--- src/rtl/fnd_pkg.sv ---
// Shared types, sizes and helpers for the FND scan controller.
package fnd_pkg;

  localparam int unsigned N_DIGITS     = 4;
  localparam int unsigned VAL_W        = 14;
  localparam int unsigned NIB_W        = 4;
  localparam int unsigned BCD_W        = N_DIGITS * NIB_W;
  localparam int unsigned MAX_VALUE    = 9999;
  localparam int unsigned SHIFT_CYCLES = 14;
  localparam int unsigned CNT_W        = 4;

  typedef enum logic [1:0] {
    ST_IDLE  = 2'd0,
    ST_SHIFT = 2'd1,
    ST_DONE  = 2'd2
  } state_e;

  // Active-low digit selects; element i drives position i low.
  localparam logic [NIB_W-1:0] DIG_OFF = 4'b1111;
  localparam logic [N_DIGITS-1:0][NIB_W-1:0] DIG_SEL = {4'b0111, 4'b1011, 4'b1101, 4'b1110};

  // Double-dabble correction: add 3 to every nibble that is 5 or more.
  function automatic logic [BCD_W-1:0] dabble_adjust(input logic [BCD_W-1:0] bcd);
    logic [BCD_W-1:0] r;
    r = bcd;
    for (int i = 0; i < int'(N_DIGITS); i++) begin
      if (bcd[i*NIB_W +: NIB_W] >= 4'd5) begin
        r[i*NIB_W +: NIB_W] = bcd[i*NIB_W +: NIB_W] + 4'd3;
      end
    end
    return r;
  endfunction

  // Leading-zero test: position idx>0 is blank when it and all higher nibbles are zero.
  function automatic logic is_blank(input logic [BCD_W-1:0] bcd, input logic [1:0] idx);
    if (idx == 2'd0) begin
      return 1'b0;
    end
    return (bcd >> {idx, 2'b00}) == '0;
  endfunction

endpackage

--- src/rtl/bin2bcd_seq.sv ---
// Sequential 14-bit binary to 4-digit BCD converter, one shift-add step per cycle.
module bin2bcd_seq
  import fnd_pkg::*;
(
  input  logic             i_clk,
  input  logic             i_reset_n,
  input  logic             i_start,
  input  logic [VAL_W-1:0] i_value,
  output logic             o_busy,
  output logic             o_done,
  output logic [BCD_W-1:0] o_bcd
);

  state_e             state_q, state_d;
  logic [CNT_W-1:0]   cnt_q,   cnt_d;
  logic [VAL_W-1:0]   bin_q,   bin_d;
  logic [BCD_W-1:0]   bcd_q,   bcd_d;
  logic               busy_q,  busy_d;
  logic               done_q,  done_d;

  // Next-state and datapath: capture on start, 14 dabble steps, one DONE cycle.
  always_comb begin
    state_d = state_q;
    cnt_d   = cnt_q;
    bin_d   = bin_q;
    bcd_d   = bcd_q;
    busy_d  = busy_q;
    done_d  = 1'b0;
    case (state_q)
      ST_IDLE: begin
        if (i_start) begin
          state_d = ST_SHIFT;
          bin_d   = i_value;
          bcd_d   = '0;
          cnt_d   = '0;
          busy_d  = 1'b1;
        end
      end
      ST_SHIFT: begin
        {bcd_d, bin_d} = {dabble_adjust(bcd_q), bin_q} << 1;
        cnt_d          = cnt_q + CNT_W'(1);
        if (cnt_q == CNT_W'(SHIFT_CYCLES - 1)) begin
          state_d = ST_DONE;
          cnt_d   = '0;
          done_d  = 1'b1;
        end
      end
      ST_DONE: begin
        state_d = ST_IDLE;
        busy_d  = 1'b0;
      end
      default: begin
        state_d = ST_IDLE;
        busy_d  = 1'b0;
      end
    endcase
  end

  // State and datapath registers with synchronous active-low reset.
  always_ff @(posedge i_clk) begin
    if (!i_reset_n) begin
      state_q <= ST_IDLE;
      cnt_q   <= '0;
      bin_q   <= '0;
      bcd_q   <= '0;
      busy_q  <= 1'b0;
      done_q  <= 1'b0;
    end else begin
      state_q <= state_d;
      cnt_q   <= cnt_d;
      bin_q   <= bin_d;
      bcd_q   <= bcd_d;
      busy_q  <= busy_d;
      done_q  <= done_d;
    end
  end

  assign o_busy = busy_q;
  assign o_done = done_q;
  assign o_bcd  = bcd_q;

endmodule

--- src/rtl/fnd_scan_controller.sv ---
// 4-digit multiplexed FND driver: binary load, BCD conversion, scan and blanking.
module fnd_scan_controller #(
  parameter int unsigned SCAN_DIV = 100000,
  parameter int unsigned N_DIGITS = 4
) (
  input  logic                      i_clk,
  input  logic                      i_reset_n,
  input  logic                      i_Load,
  input  logic [fnd_pkg::VAL_W-1:0] i_Value,
  output logic                      o_Busy,
  output logic                      o_Done,
  output logic                      o_Ovf,
  output logic [3:0]                o_Value,
  output logic                      o_Dec_EN,
  output logic [3:0]                o_Digit
);

  import fnd_pkg::*;

  localparam int unsigned PRE_W = (SCAN_DIV > 1) ? $clog2(SCAN_DIV) : 1;
  localparam int unsigned IDX_W = $clog2(N_DIGITS);

  logic             conv_busy;
  logic             conv_done;
  logic [BCD_W-1:0] conv_bcd;
  logic             start_c;
  logic [VAL_W-1:0] clamp_c;

  logic             ovf_q,   ovf_d;
  logic [BCD_W-1:0] disp_q,  disp_d;
  logic [PRE_W-1:0] pre_q,   pre_d;
  logic [IDX_W-1:0] idx_q,   idx_d;
  logic [NIB_W-1:0] value_q, value_d;
  logic [NIB_W-1:0] digit_q, digit_d;

  // Loads are only honoured while the converter is idle; out-of-range values saturate.
  assign start_c = i_Load & ~conv_busy;
  assign clamp_c = (i_Value > VAL_W'(MAX_VALUE)) ? VAL_W'(MAX_VALUE) : i_Value;

  bin2bcd_seq u_bin2bcd (
    .i_clk     (i_clk),
    .i_reset_n (i_reset_n),
    .i_start   (start_c),
    .i_value   (clamp_c),
    .o_busy    (conv_busy),
    .o_done    (conv_done),
    .o_bcd     (conv_bcd)
  );

  // Overflow flag, display commit, scan prescaler and registered digit outputs.
  always_comb begin
    ovf_d = ovf_q;
    if (start_c) begin
      ovf_d = (i_Value > VAL_W'(MAX_VALUE));
    end

    disp_d = conv_done ? conv_bcd : disp_q;

    pre_d = pre_q + PRE_W'(1);
    idx_d = idx_q;
    if (pre_q == PRE_W'(SCAN_DIV - 1)) begin
      pre_d = '0;
      idx_d = (idx_q == IDX_W'(N_DIGITS - 1)) ? '0 : idx_q + IDX_W'(1);
    end

    // Outputs are derived from the next-cycle display and index so they line up with them.
    value_d = disp_d[{idx_d, 2'b00} +: NIB_W];
    digit_d = is_blank(disp_d, idx_d) ? DIG_OFF : DIG_SEL[idx_d];
  end

  // Registers with synchronous active-low reset.
  always_ff @(posedge i_clk) begin
    if (!i_reset_n) begin
      ovf_q   <= 1'b0;
      disp_q  <= '0;
      pre_q   <= '0;
      idx_q   <= '0;
      value_q <= 4'h0;
      digit_q <= 4'b1110;
    end else begin
      ovf_q   <= ovf_d;
      disp_q  <= disp_d;
      pre_q   <= pre_d;
      idx_q   <= idx_d;
      value_q <= value_d;
      digit_q <= digit_d;
    end
  end

  assign o_Busy   = conv_busy;
  assign o_Done   = conv_done;
  assign o_Ovf    = ovf_q;
  assign o_Value  = value_q;
  assign o_Digit  = digit_q;
  assign o_Dec_EN = 1'b0;

endmodule

--- config.mk ---
export PLATFORM = sky130hd
export DESIGN_NAME = fnd_scan_controller
export DESIGN_NICKNAME = d
export VERILOG_FILES = /design/src/rtl/fnd_pkg.sv /design/src/rtl/bin2bcd_seq.sv /design/src/rtl/fnd_scan_controller.sv
export SDC_FILE = /design/constraint.sdc
export NUM_CORES = 1
export LEC_CHECK = 0
export CAP_MARGIN = 20
export CELL_PAD_IN_SITES_DETAIL_PLACEMENT = 1
export CELL_PAD_IN_SITES_GLOBAL_PLACEMENT = 1
export CORE_MARGIN = 5
export CORE_UTILIZATION = 49
export DETAILED_ROUTE_END_ITERATION = 16
export DONT_BUFFER_PORTS = 1
export PLACE_DENSITY = 0.85
export SLEW_MARGIN = 20
export SYNTH_ARGS = -nofsm -noshare
export SYNTH_HDL_FRONTEND = slang
export SYNTH_SLANG_ARGS = --single-unit
--- constraint.sdc ---
create_clock -name i_clk -period 2.8 [get_ports i_clk]
set_input_delay 0.56 -clock i_clk [delete_from_list [all_inputs] [get_ports i_clk]]
set_output_delay 0.56 -clock i_clk [all_outputs]
set_load 0.03 [all_outputs]
# Word-level counts from Yosys, hierarchy flattened
# Cells that the tools add are included.
dict set report totals {
  regBits 82
  out_inout_bits 12
  n_memories 0
  word_cells 75
  rom_bits 0
  ram_bits 0
  latch_bits 0
}
dict set report op_classes {
  bitwise_logic 4
  n_mux 27
  n_reduce_logical 10
  div 0
  n_mul 0
  eq_ne 6
  shift 2
  n_addsub 7
  n_lt_le_gt_ge 6
}
# op count
set op_table {}
lappend op_table {{$mux W16} 2}
lappend op_table {{$pmux W16 S2} 1}
lappend op_table {{$mux W14} 2}
lappend op_table {{$pmux W14 S2} 1}
lappend op_table {{$mux W4} 6}
lappend op_table {{$add A17 B1 Y17 const B} 1}
lappend op_table {{$eq A17 B17 Y1 const B} 1}
lappend op_table {{$ge A4 B3 Y1 const B} 4}
lappend op_table {{$logic_not A16 Y1} 1}
lappend op_table {{$shiftx A16 B5 Y4} 1}
lappend op_table {{$shr A16 B4 Y16} 1}
lappend op_table {{$gt A14 B14 Y1 const B} 1}
lappend op_table {{$add A4 B2 Y4 const B} 3}
lappend op_table {{$bmux W4 S2} 1}
lappend op_table {{$mux W2} 4}
lappend op_table {{$pmux W4 S2} 1}
lappend op_table {{$reduce_and A2 Y1} 4}
lappend op_table {{$mux W1} 6}
lappend op_table {{$add A4 B1 Y4 const B} 1}
lappend op_table {{$eq A4 B4 Y1 const B} 1}
lappend op_table {{$logic_not A2 Y1} 2}
lappend op_table {{$pmux W2 S2} 1}
lappend op_table {{$reduce_or A2 Y1} 2}
lappend op_table {{$add A3 B2 Y3 const B} 1}
lappend op_table {{11 further kinds} 13}

# Depth between registers and ports, before layout
# Gate-level depths: netlist of the first run.
dict set report logic_depth {
  ltp_word 7
  ltp_mapped 8
}

# Modules after synthesis
# From an unflattened synthesis of the first run, not the netlist that was laid out.
dict set report hier_totals {
  hier_cells 448
  area_unflattened_um2 4252.8
}
# module seq_area_each_um2 n_inst cells_each area_per_inst_um2
set modules_own_cells {}
lappend modules_own_cells {fnd_scan_controller 880.8 1 234 2386.0}
lappend modules_own_cells {bin2bcd_seq 760.7 1 214 1866.8}

# Worst setup path before layout of the first run
# No wires, ideal clock.
dict set report synth_timing {
  path_kind {reg2reg}
  start {register idx_q[0]}
  end {register digit_q[1] (netlist: o_Digit[1])}
  synth_period_minus_slack_ns 2.010
  setup_time_ns 0.058
  arrival_ns 1.952
  setup_slack_ns 0.790
  path_stages_with_launch 8
  required_time_ns 2.742
  cell_sequence {dfxtp_1 ha_1 buf_2 mux4_2 mux2i_1 nand4_1 o22ai_2 a211o_1}
}
dict set report synth_between {
  elab_chain_cells 7
  elab_cells_between_ends 12
  cone_classes {add/sub (1); eq/ne (1); shift (1); mux (6); reduce/logical (3)}
}
# item line_no
set synth_lines {}
lappend synth_lines {{start, declared} fnd_scan_controller.sv:32} ;# logic [IDX_W-1:0] idx_q, idx_d;
lappend synth_lines {{start signal, assigned} fnd_scan_controller.sv:84} ;# idx_q <= idx_d;
lappend synth_lines {{$add A2 B1 Y2 / $eq A2 B2 Y1 (equally long branches)} fnd_scan_controller.sv:63} ;# idx_d = (idx_q == IDX_W'(N_DIGITS - 1)) ? '0 : idx_q + IDX_W'(1);
lappend synth_lines {{$mux W2} fnd_scan_controller.sv:63}
lappend synth_lines {{$mux W2 (*)} fnd_scan_controller.sv:61} ;# if (pre_q == PRE_W'(SCAN_DIV - 1)) begin
lappend synth_lines {{$shr A16 B4 Y16 / $logic_not A2 Y1 (equally long branches)} {fnd_pkg.sv:39, fnd_pkg.sv:36}}
lappend synth_lines {{$logic_not A16 Y1 / $mux W1 (equally long branches)} {fnd_pkg.sv:39, fnd_pkg.sv:36}}
lappend synth_lines {{$mux W1} fnd_pkg.sv:39} ;# return (bcd >> {idx, 2'b00}) == '0;
lappend synth_lines {{$reduce_or A2 Y1 (no source line)} n/a}
lappend synth_lines {{end signal, assigned} fnd_scan_controller.sv:86} ;# digit_q <= digit_d;
lappend synth_lines {{end, declared} fnd_scan_controller.sv:34} ;# logic [NIB_W-1:0] digit_q, digit_d;
# Every way passes the cells marked *; elsewhere a longest branch is shown, timed or not. The select of a mux whose other input is x is not followed.
# A chain may end at the register's enable or synchronous reset.

# Worst setup path in the final report of the first run
# Ends and elaborated chain as after synthesis.

==> results of run 1 <==
## cell type report
| cell class | count | area, sq um | area share |
|---|---|---|---|
| multi-input cells | 312 | 2360 | 0.535 |
| clock inverters | 4 | 23.8 | 0.00538 |
| flip-flops and latches | 82 | 1640 | 0.372 |
| clock buffers | 12 | 165 | 0.0374 |
| inverters | 14 | 52.6 | 0.0119 |
| repair buffers | 5 | 37.5 | 0.00850 |
| well taps | 105 | 131 | 0.0298 |
## cell usage in the layout (no fill, tap or decap), drive strengths merged, types with 6 or more instances in the layout
| cell | instances |
|---|---|
| a222oi | 7 |
| a21oi | 11 |
| xnor2 | 7 |
| mux4 | 16 |
| ha | 12 |
| nand2b | 6 |
| nand2 | 35 |
| a22oi | 9 |
| clkbuf | 12 |
| nor3 | 6 |
| nor2b | 33 |
| mux2i | 25 |
| inv | 15 |
| dfxtp | 82 |
| nand3 | 12 |
| o221ai | 6 |
| o21ai | 20 |
| xor2 | 12 |
| and3 | 7 |
| and2 | 10 |
| nor2 | 35 |
## state kept, by name, summed over array words and instances, names as in the netlist
| signal | count |
|---|---|
| pre_q | 17 |
| disp_q | 16 |
| u_bin2bcd.o_bcd | 16 |
| u_bin2bcd.bin_q | 14 |
| o_Digit | 4 |
| o_Value | 4 |
| u_bin2bcd.cnt_q | 4 |
| idx_q | 2 |
| u_bin2bcd.state_q | 2 |
| o_Ovf | 1 |
| u_bin2bcd.o_busy | 1 |
| u_bin2bcd.o_done | 1 |
## cell families (layout without fill, tap and decap cells)
| logic type | Yosys count | after routing | synth area share |
|---|---|---|---|
| DFF | 82 | 82 | 0.393 |
| and+or+nand+nor | 167 | 167 | 0.217 |
| AOI/OAI and AO/OA | 70 | 70 | 0.116 |
| buffers and inverters | 39 | 35 | 0.0405 |
| muxes | 43 | 43 | 0.156 |
| other | 1 | 1 | 0.000899 |
| xor gates and xnor gates | 19 | 19 | 0.0399 |
| adders and majority gates | 12 | 12 | 0.0360 |
## power by group through the flow
stage               registers (mW)  clock network (mW)  logic, mW
floorplan                     1.24                   0      0.102
global placement              1.24                   0      0.114
detailed placement            1.24                   0      0.119
CTS                           1.22               0.847      0.120
global route                  1.22               0.894      0.133
finish                        1.22               0.825      0.119
## cells in the mapped netlist (2+ instances only)
| master | n |
|---|---|
| sky130_fd_sc_hd__dfxtp_1 | 82 |
| sky130_fd_sc_hd__nand2_1 | 35 |
| sky130_fd_sc_hd__nor2_1 | 35 |
| sky130_fd_sc_hd__nor2b_1 | 33 |
| sky130_fd_sc_hd__mux2i_1 | 24 |
| sky130_fd_sc_hd__o21ai_0 | 20 |
| sky130_fd_sc_hd__clkbuf_1 | 19 |
| sky130_fd_sc_hd__mux4_2 | 15 |
| sky130_fd_sc_hd__inv_1 | 14 |
| sky130_fd_sc_hd__ha_1 | 12 |
| sky130_fd_sc_hd__nand3_1 | 12 |
| sky130_fd_sc_hd__xor2_1 | 12 |
| sky130_fd_sc_hd__a21oi_1 | 11 |
| sky130_fd_sc_hd__and2_1 | 10 |
| sky130_fd_sc_hd__a22oi_1 | 9 |
| sky130_fd_sc_hd__a222oi_1 | 7 |
| sky130_fd_sc_hd__xnor2_1 | 7 |
| sky130_fd_sc_hd__and3_1 | 6 |
| sky130_fd_sc_hd__nand2b_1 | 6 |
| sky130_fd_sc_hd__nor3_1 | 6 |
| sky130_fd_sc_hd__o221ai_1 | 6 |
| sky130_fd_sc_hd__a21boi_0 | 5 |
| sky130_fd_sc_hd__nor4_1 | 5 |
| sky130_fd_sc_hd__nand4_1 | 4 |
| sky130_fd_sc_hd__or4_1 | 4 |
| sky130_fd_sc_hd__buf_2 | 3 |
| sky130_fd_sc_hd__o32ai_1 | 3 |
| sky130_fd_sc_hd__or3_1 | 3 |
| sky130_fd_sc_hd__and4bb_2 | 2 |
| sky130_fd_sc_hd__buf_6 | 2 |
## critical path, stage by stage (launching register included)
cell and delay (ns):
sky130_fd_sc_hd__dfxtp_1 0.36, sky130_fd_sc_hd__ha_1 0.62, sky130_fd_sc_hd__mux4_2 0.58, sky130_fd_sc_hd__mux2i_1 0.29, sky130_fd_sc_hd__nand4_1 0.19, sky130_fd_sc_hd__o22ai_2 0.16, sky130_fd_sc_hd__a211o_1 0.14
## final timing paths
check	from	slack, ns	end	cells after the start
worst min register to register	u_bin2bcd.bin_q[0]	0.46	u_bin2bcd.bin_q[0]	2
worst max register to register	idx_q[0]	0.41	o_Digit[1]	6
worst max-delay path	idx_q[0]	0.41	o_Digit[1]	6
worst min-delay path	i_Value[2]	0.34	u_bin2bcd.bin_q[2]	2
## layer usage
metal,track usage,routed length (microns),vias to the layer above
li1,-,-,1533
met1,0.234,4220,1643
met2,0.348,5010,65
met3,0.0457,385,15
met4,0.0595,160,0
met5,0,0,-
## per-stage QoR
| step | setup slack, ns | power [mW] | cells | hold WS, ns | utilization |
|---|---|---|---|---|---|
| finish | 0.409 | 2.16 | 534 | 0.342 | 0.535 |
| CTS | 0.398 | 2.18 | 534 | 0.327 | 0.535 |
| global route | 0.279 | 2.25 | 534 | 0.324 | 0.535 |
| floorplan | 0.790 | 1.34 | 433 | 0.430 | - |
| global placement | 0.589 | 1.36 | 518 | 0.443 | 0.512 |
| detailed placement | 0.465 | 1.36 | 518 | 0.455 | 0.512 |
==> summary.md, run 1 <==
| Metric | Value |
|---|---|
| Run status | `finished, final reports clean` |
| Post-cts resize count | `0` |
| CTS root buffer | `sky130_fd_sc_hd__clkbuf_8` |
| Total internal power | `1.63 mW` |
| Number of hold violations in the final report | `0` |
| Layout Cell Area excl Fill | `4420 sq um` |
| Synthesized flop and latch total | `just over 80` |
| I/O Buffers | `0` |
| First-pass GRT wire length | `about 16000 microns` |
| Final period demand of the worst path | `2.39 ns` |
| Maximum buffer depth of the clock tree | `2` |
| Path type of the worst setup path | `reg -> reg` |
| Setup repair after global routing missed its margin | `false` |
| Top cell type by total area after synthesis | `sky130_fd_sc_hd__dfxtp_1` |
| Post-Syn Nets | `462` |
| Clock Sinks | `82` |
| Routed vias | `3256` |
| Net switching power | `between 0.5 and 0.6 mW` |
| Number of hold-repair buffers added at the cts stage | `0` |
| Syn Std Cell Area | `4170 sq um` |
| Total power per unit cell area | `slightly below 500 nW/um^2` |
| Maximum number of pins on one net before global-route repair | `65` |
| Fraction of the yosys area taken by sequential cells | `0.393` |
| Top cells by area in the synthesized netlist | `sky130_fd_sc_hd__dfxtp_1, sky130_fd_sc_hd__mux4_2, sky130_fd_sc_hd__mux2i_1, sky130_fd_sc_hd__nor2b_1, sky130_fd_sc_hd__ha_1` |
| Number of inserted filler cells in the final layout | `935` |
| DR WL/cell | `18.3 microns` |
| Crit path launch type | `register` |
| Fraction of post-synthesis cell area in the top cell type by area | `0.393` |
| Slew at the pin with the worst max-slew slack | `about 0.74 ns` |
| Kind of end point of the critical path | `register` |
| Chip Width | `102 microns` |
| Initial Util | `0.505` |
| GRT Total Usage | `0.196` |
| Slew Viols, Final | `0` |
| First-pass DRT Iterations | `5` |
| Core Box Area | `roughly 8300 sq um` |
| Gp weighted congestion | `0.818` |
| Global route total overflow | `0` |
| Maximum vdd ir drop | `281 uV` |
| Sum of net half-perimeters after detailed placement | `6880 microns` |
| Relative area change from synthesis to final layout | `5.82%` |
| Overall routed net length | `9780 microns` |
| Number of H-tree branching levels | `3` |
| Arrival @ worst endpoint | `roughly 2.7 ns` |
| Share of synthesized flip-flops with an asynchronous set or reset | `0` |
| Layout cells sized above 1 | `0.114` |
| Sequential share of power | `0.563` |
| Aggregate negative setup slack | `0 ns` |
| Fraction of power spent switching nets | `0.244` |
| Ys flop type | `sky130_fd_sc_hd__dfxtp_1` |
| Final net count | `453` |
| Relative contribution of the clock network to total power | `0.382` |
| Number of DRC violations after detailed-routing iteration 0 | `roughly 210` |
| Max transition margin | `0.504` |
| Count of synthesis-stage warnings from yosys | `0` |
| Drt drc | `0` |
| Via-to-Cell Ratio | `6.10` |
| Vias in the first global route | `3363` |
| Total of max-cap violations | `0` |
| Req. time, crit path | `between 3 and 4 ns` |
| Post-Synthesis Cells | `around 430` |
| Comb power frac | `0.055` |
| Hold Path Class | `in -> reg` |
| Standard cell area after detailed placement | `4230 sq um` |
| Number of buffers added by the clock tree synthesis step | `9` |
| Post-CTS clock slew at the launch and capture registers of the worst setup and hold paths | `0.08 ns` |
| Final count of negative-setup-slack endpoints | `0` |
| Static Leakage | `1.62 nW` |
| FP Rows | `33` |
| Clock skew | `0.00927 ns` |
| Die Area | `10500 sq um` |
| Maximum frequency from static timing analysis | `418 MHz` |
| Antenna diode count | `0` |
| Clock tree from TritonCTS | `yes` |
| Vertical extent of the die | `102 microns` |
| Syn avg cell area | `9.64 sq um` |
| Post-CTS setup repair buffer count | `0` |
| Period utilization | `0.854` |
| Source-to-sink clock delay at the later pin of the worst-skew pair | `0.35 ns` |
| Synth unique cells | `51` |
| Antenna violations before repair | `0` |
| Worst-path maximum fanout | `9` |
| Residual antenna-violating net count after detailed routing | `0` |
| I/O pin count | `29` |
| Number of enable flip-flop cells after synthesis | `0` |
Power figures use the tool's default switching activity.
==> run 2: changes to the inputs <==
ABC_CLOCK_PERIOD_IN_PS = 2800   (was not set)
==> results of run 2 <==
Same layout as run 1: the final DEF is identical, and so are final timing and power.
==> run 3: changes to the inputs <==
CAP_MARGIN = not set   (was 20)
CORE_UTILIZATION = 46   (was 49)
DONT_BUFFER_PORTS = not set   (was 1)
PLACE_DENSITY = 0.87   (was 0.85)
==> summary.md, run 3 (synthesis gave the netlist of run 1 again) <==
| Metric | Value |
|---|---|
| Vias in the first global route | `3750 (was 3363)` |
| Source-to-sink clock delay at the later pin of the worst-skew pair | `0.35 ns (about the same)` |
| Standard cell area after detailed placement | `4560 sq um (was 4230 sq um)` |
| Maximum vdd ir drop | `203 uV (was 281 uV)` |
| Final period demand of the worst path | `2.28 ns (was 2.39 ns)` |
| Maximum frequency from static timing analysis | `438 MHz (was 418 MHz)` |
| Residual antenna-violating net count after detailed routing | `0 (unchanged)` |
| Source of the worst register-to-register timing path | `idx_q[0] (unchanged)` |
| Clock Sinks | `82 (unchanged)` |
| DR WL/cell | `18.0 microns (was 18.3 microns)` |
| Critical path startpoint | `idx_q[0] (unchanged)` |
| Slowest cell on the critical path | `sky130_fd_sc_hd__ha_1 (unchanged)` |
| Number of hold violations in the final report | `0 (unchanged)` |
| Sum of net half-perimeters after detailed placement | `7160 microns (was 6880 microns)` |
| Crit path launch type | `register (unchanged)` |
| Number of H-tree branching levels | `3 (unchanged)` |
| Total power per unit cell area | `456 nW/um^2 (was 489 nW/um^2)` |
| Chip Width | `105 microns (was 102 microns)` |
| Drt drc | `0 (unchanged)` |
| Hold Path Class | `reg -> reg (was in -> reg)` |
| Ordered list of cells on the worst path | `ha_1 -> buf_4 -> mux4_2 -> mux2i_1 -> nand4_1 -> o22ai_2 -> nand3b_1 (was ha_1 -> mux4_2 -> mux2i_1 -> nand4_1 -> o22ai_2 -> a211o_1)` |
| Max stage delay on crit path | `0.50 ns (was 0.62 ns)` |
| Gp weighted congestion | `0.819 (was 0.818)` |
| GRT Total Usage | `0.191 (was 0.196)` |
| Period utilization | `0.815 (was 0.854)` |
| Initial Util | `0.476 (was 0.505)` |
| Slew Viols, Final | `0 (unchanged)` |
| Slew at the pin with the worst max-slew slack | `0.716 ns (was 0.741 ns)` |
| FP Rows | `34 (was 33)` |
| Number of buffers added by the clock tree synthesis step | `9 (unchanged)` |
| Worst path bufs/invs | `1 (was 0)` |
| Worst-path maximum fanout | `6 (was 9)` |
| Via-to-Cell Ratio | `5.92 (was 6.10)` |
| Die Area | `11100 sq um (was 10500 sq um)` |
| Kind of end point of the critical path | `register (unchanged)` |
| Final net count | `485 (was 453)` |
| First-pass DRT Iterations | `4 (was 5)` |
| Maximum buffer depth of the clock tree | `2 (unchanged)` |
| Crit. path cell count | `7 (was 6)` |
| Number of cells on the worst reg-to-reg path | `7 (was 6)` |
| Global route total overflow | `0 (unchanged)` |
| Max transition margin | `0.522 (was 0.504)` |
| Layout Cell Area excl Fill | `4730 sq um (was 4420 sq um)` |
| CTS root buffer | `sky130_fd_sc_hd__clkbuf_8 (unchanged)` |
| Overall routed net length | `10200 microns (was 9780 microns)` |
| Capturing point of the worst reg2reg path | `o_Digit[3] (was o_Digit[1])` |
| Number of hold-repair buffers added at the cts stage | `0 (unchanged)` |
| Util after Layout | `0.540 (was 0.535)` |
| Final count of negative-setup-slack endpoints | `0 (unchanged)` |
| Worst setup path end | `o_Digit[3] (was o_Digit[1])` |
| Largest register by flop count | `pre_q (unchanged)` |
| Number of DRC violations after detailed-routing iteration 0 | `162 (was 209)` |
| Final worst hold slack | `0.475 ns (was 0.342 ns)` |
| Max FFs per register | `17 (unchanged)` |
| Maximum number of pins on one net before global-route repair | `36 (was 65)` |
| Run status | `finished, final reports clean (unchanged)` |
| Path type of the worst setup path | `reg -> reg (unchanged)` |
| Vertical extent of the die | `105 microns (was 102 microns)` |
| Leading cell type in the layout, fill and taps excluded | `sky130_fd_sc_hd__dfxtp_1 (unchanged)` |
| Relative area change from synthesis to final layout | `13.4% (was 5.82%)` |
| Static Leakage | `1.75 nW (was 1.62 nW)` |
| Total of max-cap violations | `0 (unchanged)` |
| Antenna diode count | `0 (unchanged)` |
| Clock tree from TritonCTS | `yes (unchanged)` |
| First-pass GRT wire length | `17400 microns (was 16300 microns)` |
| Arrival @ worst endpoint | `2.57 ns (was 2.69 ns)` |
| I/O Buffers | `27 (was 0)` |
| Post-cts resize count | `0 (unchanged)` |
| Layout cells sized above 1 | `0.113 (was 0.114)` |
| Most frequent cells in the layout | `sky130_fd_sc_hd__dfxtp_1, sky130_fd_sc_hd__nor2_1, sky130_fd_sc_hd__nand2_1 (unchanged)` |
| Flop-to-flop setup slack | `0.52 ns (was 0.41 ns)` |
| Setup repair after global routing missed its margin | `false (unchanged)` |
| Antenna violations before repair | `0 (unchanged)` |
| Post-CTS clock slew at the launch and capture registers of the worst setup and hold paths | `0.08 ns (about the same)` |
| Core Box Area | `8760 sq um (was 8260 sq um)` |
| Number of inserted filler cells in the final layout | `996 (was 935)` |
| Aggregate negative setup slack | `0 ns (unchanged)` |
| I/O pin count | `29 (unchanged)` |
| Routed vias | `3362 (was 3256)` |
| Req. time, crit path | `3.09 ns (about the same)` |
| Post-CTS setup repair buffer count | `0 (unchanged)` |
| Clock skew | `0.00842 ns (was 0.00927 ns)` |
| Worst path top cell family by delay | `multiplexers (unchanged)` |
run 3: changes by cell type in the layout (fill, tap and decap cells not counted), sizes merged:
cell,delta
inv,-1
clkdlybuf4s50,+27
buf,+5
run 3: worst min-delay path by stage:
stage                             from                 end  slack (ns)  cells after the start
CTS                 u_bin2bcd.cnt_q[3]  u_bin2bcd.cnt_q[3]        0.48                      1
floorplan                     pre_q[0]            pre_q[0]        0.43                      1
global placement              pre_q[0]            pre_q[0]        0.45                      1
global route        u_bin2bcd.cnt_q[3]  u_bin2bcd.cnt_q[3]        0.51                      1
finish              u_bin2bcd.bin_q[0]  u_bin2bcd.bin_q[0]        0.48                      2
detailed placement            pre_q[0]            pre_q[0]        0.47                      1
run 3: final cells by class:
| cell class | instances | area [sq um] | share of cell area |
|---|---|---|---|
| timing repair buffer | 37 | 370 | 0.0782 |
| multi-input combinational | 312 | 2360 | 0.499 |
| clock inverter | 3 | 15.0 | 0.00317 |
| tap | 108 | 135 | 0.0285 |
| clock buffer | 12 | 155 | 0.0328 |
| sequential | 82 | 1640 | 0.347 |
| inverter | 14 | 52.6 | 0.0111 |
run 3: layer usage:
layer / vias up / GRT usage / wire (microns)
met5: - / 0 / 0
met4: 0 / 0.0877 / 285
met3: 26 / 0.0385 / 362
met2: 71 / 0.343 / 5250
met1: 1672 / 0.217 / 4340
li1: 1593 / - / -
run 3: stage by stage:
| step | setup slack, ns | power, mW | cells |
|---|---|---|---|
| floorplan | 0.790 | 1.34 | 433 |
| finish | 0.519 | 2.16 | 568 |
| global route | 0.346 | 2.25 | 568 |
| detailed placement | 0.365 | 1.41 | 553 |
| global placement | 0.366 | 1.40 | 553 |
| CTS | 0.490 | 2.18 | 568 |
run 3: worst register-to-register path: stages (launching register included):
cell	delay, ns
sky130_fd_sc_hd__dfxtp_1	0.36
sky130_fd_sc_hd__ha_1	0.50
sky130_fd_sc_hd__buf_4	0.22
sky130_fd_sc_hd__mux4_2	0.50
sky130_fd_sc_hd__mux2i_1	0.21
sky130_fd_sc_hd__nand4_1	0.14
sky130_fd_sc_hd__o22ai_2	0.15
sky130_fd_sc_hd__nand3b_1	0.14
run 3: report_power, final:
part | leakage (nW) | internal [mW] | switching [mW]
clock network | 0.0920 | 0.362 | 0.412
logic | 0.988 | 0.0746 | 0.0965
registers | 0.665 | 1.19 | 0.0209
total | 1.75 | 1.63 | 0.529
==> patch 1 (flow settings as in run 1) <==
Re-encode `state_e` (3 states) as one-hot, 3 bits wide.
--- a/src/rtl/fnd_pkg.sv
+++ b/src/rtl/fnd_pkg.sv
@@ -9,10 +9,10 @@
   localparam int unsigned SHIFT_CYCLES = 14;
   localparam int unsigned CNT_W        = 4;
 
-  typedef enum logic [1:0] {
-    ST_IDLE  = 2'd0,
-    ST_SHIFT = 2'd1,
-    ST_DONE  = 2'd2
+  typedef enum logic [2:0] {
+    ST_IDLE  = 3'b001,
+    ST_SHIFT = 3'b010,
+    ST_DONE  = 3'b100
   } state_e;
 
   // Active-low digit selects; element i drives position i low.
Behaviour: no difference found for any inputs over 10 cycles, from zero or initial values and one cycle with i_reset_n low; not proved beyond that.
==> patch 1 against run 1 <==
Cell area is 1.1% lower; global-route usage is 2.0 points higher; total power is 2.7% higher; wire length is 5.6% higher; largest power group unchanged; sequential cell count is 1 higher; setup slack worse by 0.24 ns; highest routed layer unchanged; synthesized area is 1.2% lower; count of clock-buffer cells in the layout is 2 lower.
==> patch 1: results (changes against run 1) <==
metric,value,unit,change
Fillers,949,,+1.5%
Synth top cells by count,"dfxtp_1, nor2_1, nand2_1",,
nets@finish,486,,+7.3%
Largest register FFs,17,,unchanged
vias post-DR,3404,,+4.5%
"Arr. time, crit path",2.92,ns,+0.23 ns
ranking of synthesized cells by area,"dfxtp_1, mux4_2, nor2_1",,
Place WS,0.1843,ns,-0.2806 ns
First-pass DRT Iterations,4,,-1
first-pass GRT wire length,17.66,mm,+8.2%
Crit Path Max Fanout,8,,-1
"Clk Latency, worst-skew pair",0.36,ns,
"CTS clk-pin slew, worst paths",0.08,ns,about the same
Post-DP HPWL,7.224,mm,+4.9%
vias in the first global route,3626,,+7.8%
Wirelength per Cell,18.23,µm,-0.38%
Slew HR,0.4665,,-0.03747
gpl congestion,0.8772,,+7.3%
share of cells above drive strength 1,0.1106,,-0.003590
Non-Filler Instances,566,,+6.0%
Yosys Warn Count,0,,unchanged
status,completed,,
# diodes,0,,unchanged
worst vdd ir,0.2316,mV,-18%
placed cells,551,,+6.4%
"Worst Setup Slack, final",0.1697,ns,-0.2390 ns
largest net degree at the start of global routing,38,,-42%
H-tree levels,3,,unchanged
syn_nets,493,,+6.7%
Lkg Pwr,1.509,nW,-6.9%
Synth Instances,464,,+7.2%
sequential share of the synthesized area,0.4030,,+0.009632
synth unique cells,49,,-3.9%
gr usage total,0.2159,,+0.02027
clk buf depth,2,,unchanged
CTS-repair resized insts,0,,unchanged
DR iter-0 viols,132,,-37%
Final Skew,0.01647,ns,+0.007200 ns
==> patch 1: routing by layer <==
layer / GRT usage / up-vias / wire (µm)
li1: - / 1623 / -
met1: 0.2709 / 1667 / 4625
met2: 0.3541 / 91 / 4960
met3: 0.04339 / 23 / 470
met4: 0.1053 / 0 / 264
met5: 0 / - / 0
==> patch 1: worst paths after layout <==
kind,from,depth (start not counted),endpoint
max,idx_q[0],8,o_Digit[1]
min,i_reset_n,1,u_bin2bcd.cnt_q[1]
max reg2reg,idx_q[0],8,o_Digit[1]
min reg2reg,u_bin2bcd.bin_q[13],2,u_bin2bcd.o_bcd[0]
==> patch 1: stage by stage <==
stage	instance area (µm²)	hold WS, ns	utilization
after floorplan	4123	0.4260	-
after global placement	4177	0.4429	0.5083
after detailed placement	4177	0.4530	0.5083
after CTS	4368	0.3229	0.5316
after global routing	4368	0.3290	0.5316
final	4368	0.3369	0.5316
==> patch 1: critical path, cell delays in order, from the launching register on <==
cell and delay, ns:
dfxtp_1 0.36, ha_1 0.56, mux4_2 0.55, inv_1 0.07, a211oi_1 0.05, a211oi_1 0.32, o21bai_1 0.11, or4_4 0.44
nand3_1 0.10
==> patch 1: area by class of cell <==
cell class | instances | area [µm²] | share of cell area
Inverter | 16 | 60.06 | 0.01375
Clock buffer | 10 | 137.6 | 0.03151
Tap cell | 105 | 131.4 | 0.03008
Sequential cell | 83 | 1663 | 0.3807
Timing Repair Buffer | 12 | 90.09 | 0.02062
Multi-Input combinational cell | 335 | 2232 | 0.5110
Clock inverter | 5 | 53.80 | 0.01232
==> patch 1: kinds of logic after synthesis <==
kind of cell             share of synthesized area
AO/OA/AOI/OAI                               0.1153
XOR/XNOR                                   0.03824
adder cells (fa/ha/maj)                    0.03642
buffers and inverters                      0.05615
flip-flops                                  0.4030
multiplexers                                0.1253
other                                    0.0009096
AND/OR/NAND/NOR                             0.2246
==> patch 1: power breakdown <==
| group | leakage, nW | switching [mW] | internal, mW |
|---|---|---|---|
| Clock | 0.102 | 0.426 | 0.429 |
| Sequential | 0.673 | 0.0235 | 1.21 |
| Combinational | 0.735 | 0.0851 | 0.0447 |
==> patch 2 (flow settings as in run 1) <==
Without the edit above. Change the parameter `SCAN_DIV` from 100000 to 400000.
--- a/src/rtl/fnd_scan_controller.sv
+++ b/src/rtl/fnd_scan_controller.sv
@@ -1,6 +1,6 @@
 // 4-digit multiplexed FND driver: binary load, BCD conversion, scan and blanking.
 module fnd_scan_controller #(
-  parameter int unsigned SCAN_DIV = 100000,
+  parameter int unsigned SCAN_DIV = 400000,
   parameter int unsigned N_DIGITS = 4
 ) (
   input  logic                      i_clk,
Check against the original RTL: no difference found for any inputs over 10 cycles, from zero or initial values and one cycle with i_reset_n low; that may be too few to reach the edited logic, so the function may still have changed.
==> patch 2 against run 1 <==
Wire length is 4.4% higher; total power up 10%; clock power is 21% higher; synthesized area decreased by 4.1%; combinational power is 12% higher; sequential share of layout area is 1.7 points higher; setup slack lost 0.14 ns; cell area is 2.0% lower; critical path depth unchanged; synthesized cell count rose by 6.0%; sequential cell count up 2; largest cell class unchanged; largest power group unchanged.
==> patch 2: results (changes against run 1) <==
metric,value,unit,change
XOR/XNOR share of the synthesized area,0.04817,,+0.008290
largest net degree at the start of global routing,55,,-15%
ranking of synthesized cells by area,"dfxtp_1, nor2_1, mux2i_1",,
hold_sp,i_reset_n,,
post-synthesis mux area share,0.08383,,-0.07239
syn_nets,488,,+5.6%
synth unique cells,55,,+7.8%
nets@finish,482,,+6.4%
Wirelength per Cell,18.12,µm,-1.0%
share of cells above drive strength 1,0.08079,,-0.03343
Largest register FFs,19,,+2
"Clk Latency, worst-skew pair",0.37,ns,+0.02 ns
Place WS,0.3299,ns,-0.1349 ns
Finished Cell Area,0.004325,mm²,-2.0%
Post-Synth Adder-Cell Area,0.03754,,+0.001553
gpl congestion,0.8489,,+3.8%
gr usage total,0.2140,,+0.01829
Hold Crit Depth,1,,-1
"Arr. time, crit path",2.79,ns,+0.10 ns
Lkg Pwr,1.512,nW,-6.8%
DR iter-0 viols,184,,-12%
status,completed,,
sequential share of the synthesized area,0.4204,,+0.02699
worst vdd ir,0.3016,mV,+7.4%
first-pass GRT wire length,17.21,mm,+5.4%
Crit Path Max Fanout,7,,-2
sw power,0.5648,mW,+7.3%
Compound-Gate Fraction of Synth Area,0.1508,,+0.03442
patch 2: cell count changes after synthesis, sizes merged, moves of 8 or more:
cell / run 1 / this run
a21oi: 11 / 26
nand2: 35 / 25
nor2b: 33 / 3
nor3: 6 / 22
mux4: 16 / 2
nand3: 12 / 20
nor2: 35 / 69
patch 2: metal layers:
metal	track usage	share of wire
met5	0	0
met2	0.3649	0.51
met1	0.2636	0.43
met4	0.08808	0.020
met3	0.04170	0.035
patch 2: power groups by stage:
stage | sequential (mW) | clock [mW] | combinational, mW
3_3_place_gp | 1.27 | 0 | 0.127
6_report | 1.24 | 1.00 | 0.133
5_1_grt | 1.25 | 1.08 | 0.149
3_5_place_dp | 1.27 | 0 | 0.133
2_1_floorplan | 1.27 | 0 | 0.101
4_1_cts | 1.24 | 1.02 | 0.135
patch 2: stage by stage:
step	hold WS (ns)	cells
after floorplan	0.4258	459
after global placement	0.4453	547
after detailed placement	0.4539	547
after CTS	0.3100	563
after global routing	0.3086	563
final	0.3198	563
patch 2: layout make-up:
cell class                 count  area share
multi-input combinational    339      0.5027
sequential                    84      0.3888
clock buffer                  11     0.03500
tap                          105     0.03037
clock inverter                 5     0.01938
inverter                      14     0.01215
timing repair buffer           5     0.01157
patch 2: cell families after synthesis:
| logic type | count (synthesis) |
|---|---|
| and+or+nand+nor | 183 |
| AOI/OAI and AO/OA | 91 |
| DFF | 84 |
| buffers and inverters | 36 |
| muxes | 30 |
| xor gates and xnor gates | 22 |
| adders and majority gates | 12 |
| other | 1 |
patch 2: path summary, 6_finish.rpt:
path	slack, ns	to
setup reg to reg	0.26	o_Value[2]
hold / removal	0.32	disp_q[2]
hold reg to reg	0.47	u_bin2bcd.bin_q[0]
setup / recovery	0.26	o_Value[2]
patch 2: critical path, cell delays in order, from the launching register on:
cell and delay [ns]:
dfxtp_1 0.35, or4_1 0.57, or4_4 0.49, nor2_4 0.20, mux2_1 0.34, mux2_4 0.30
and2_1 0.17
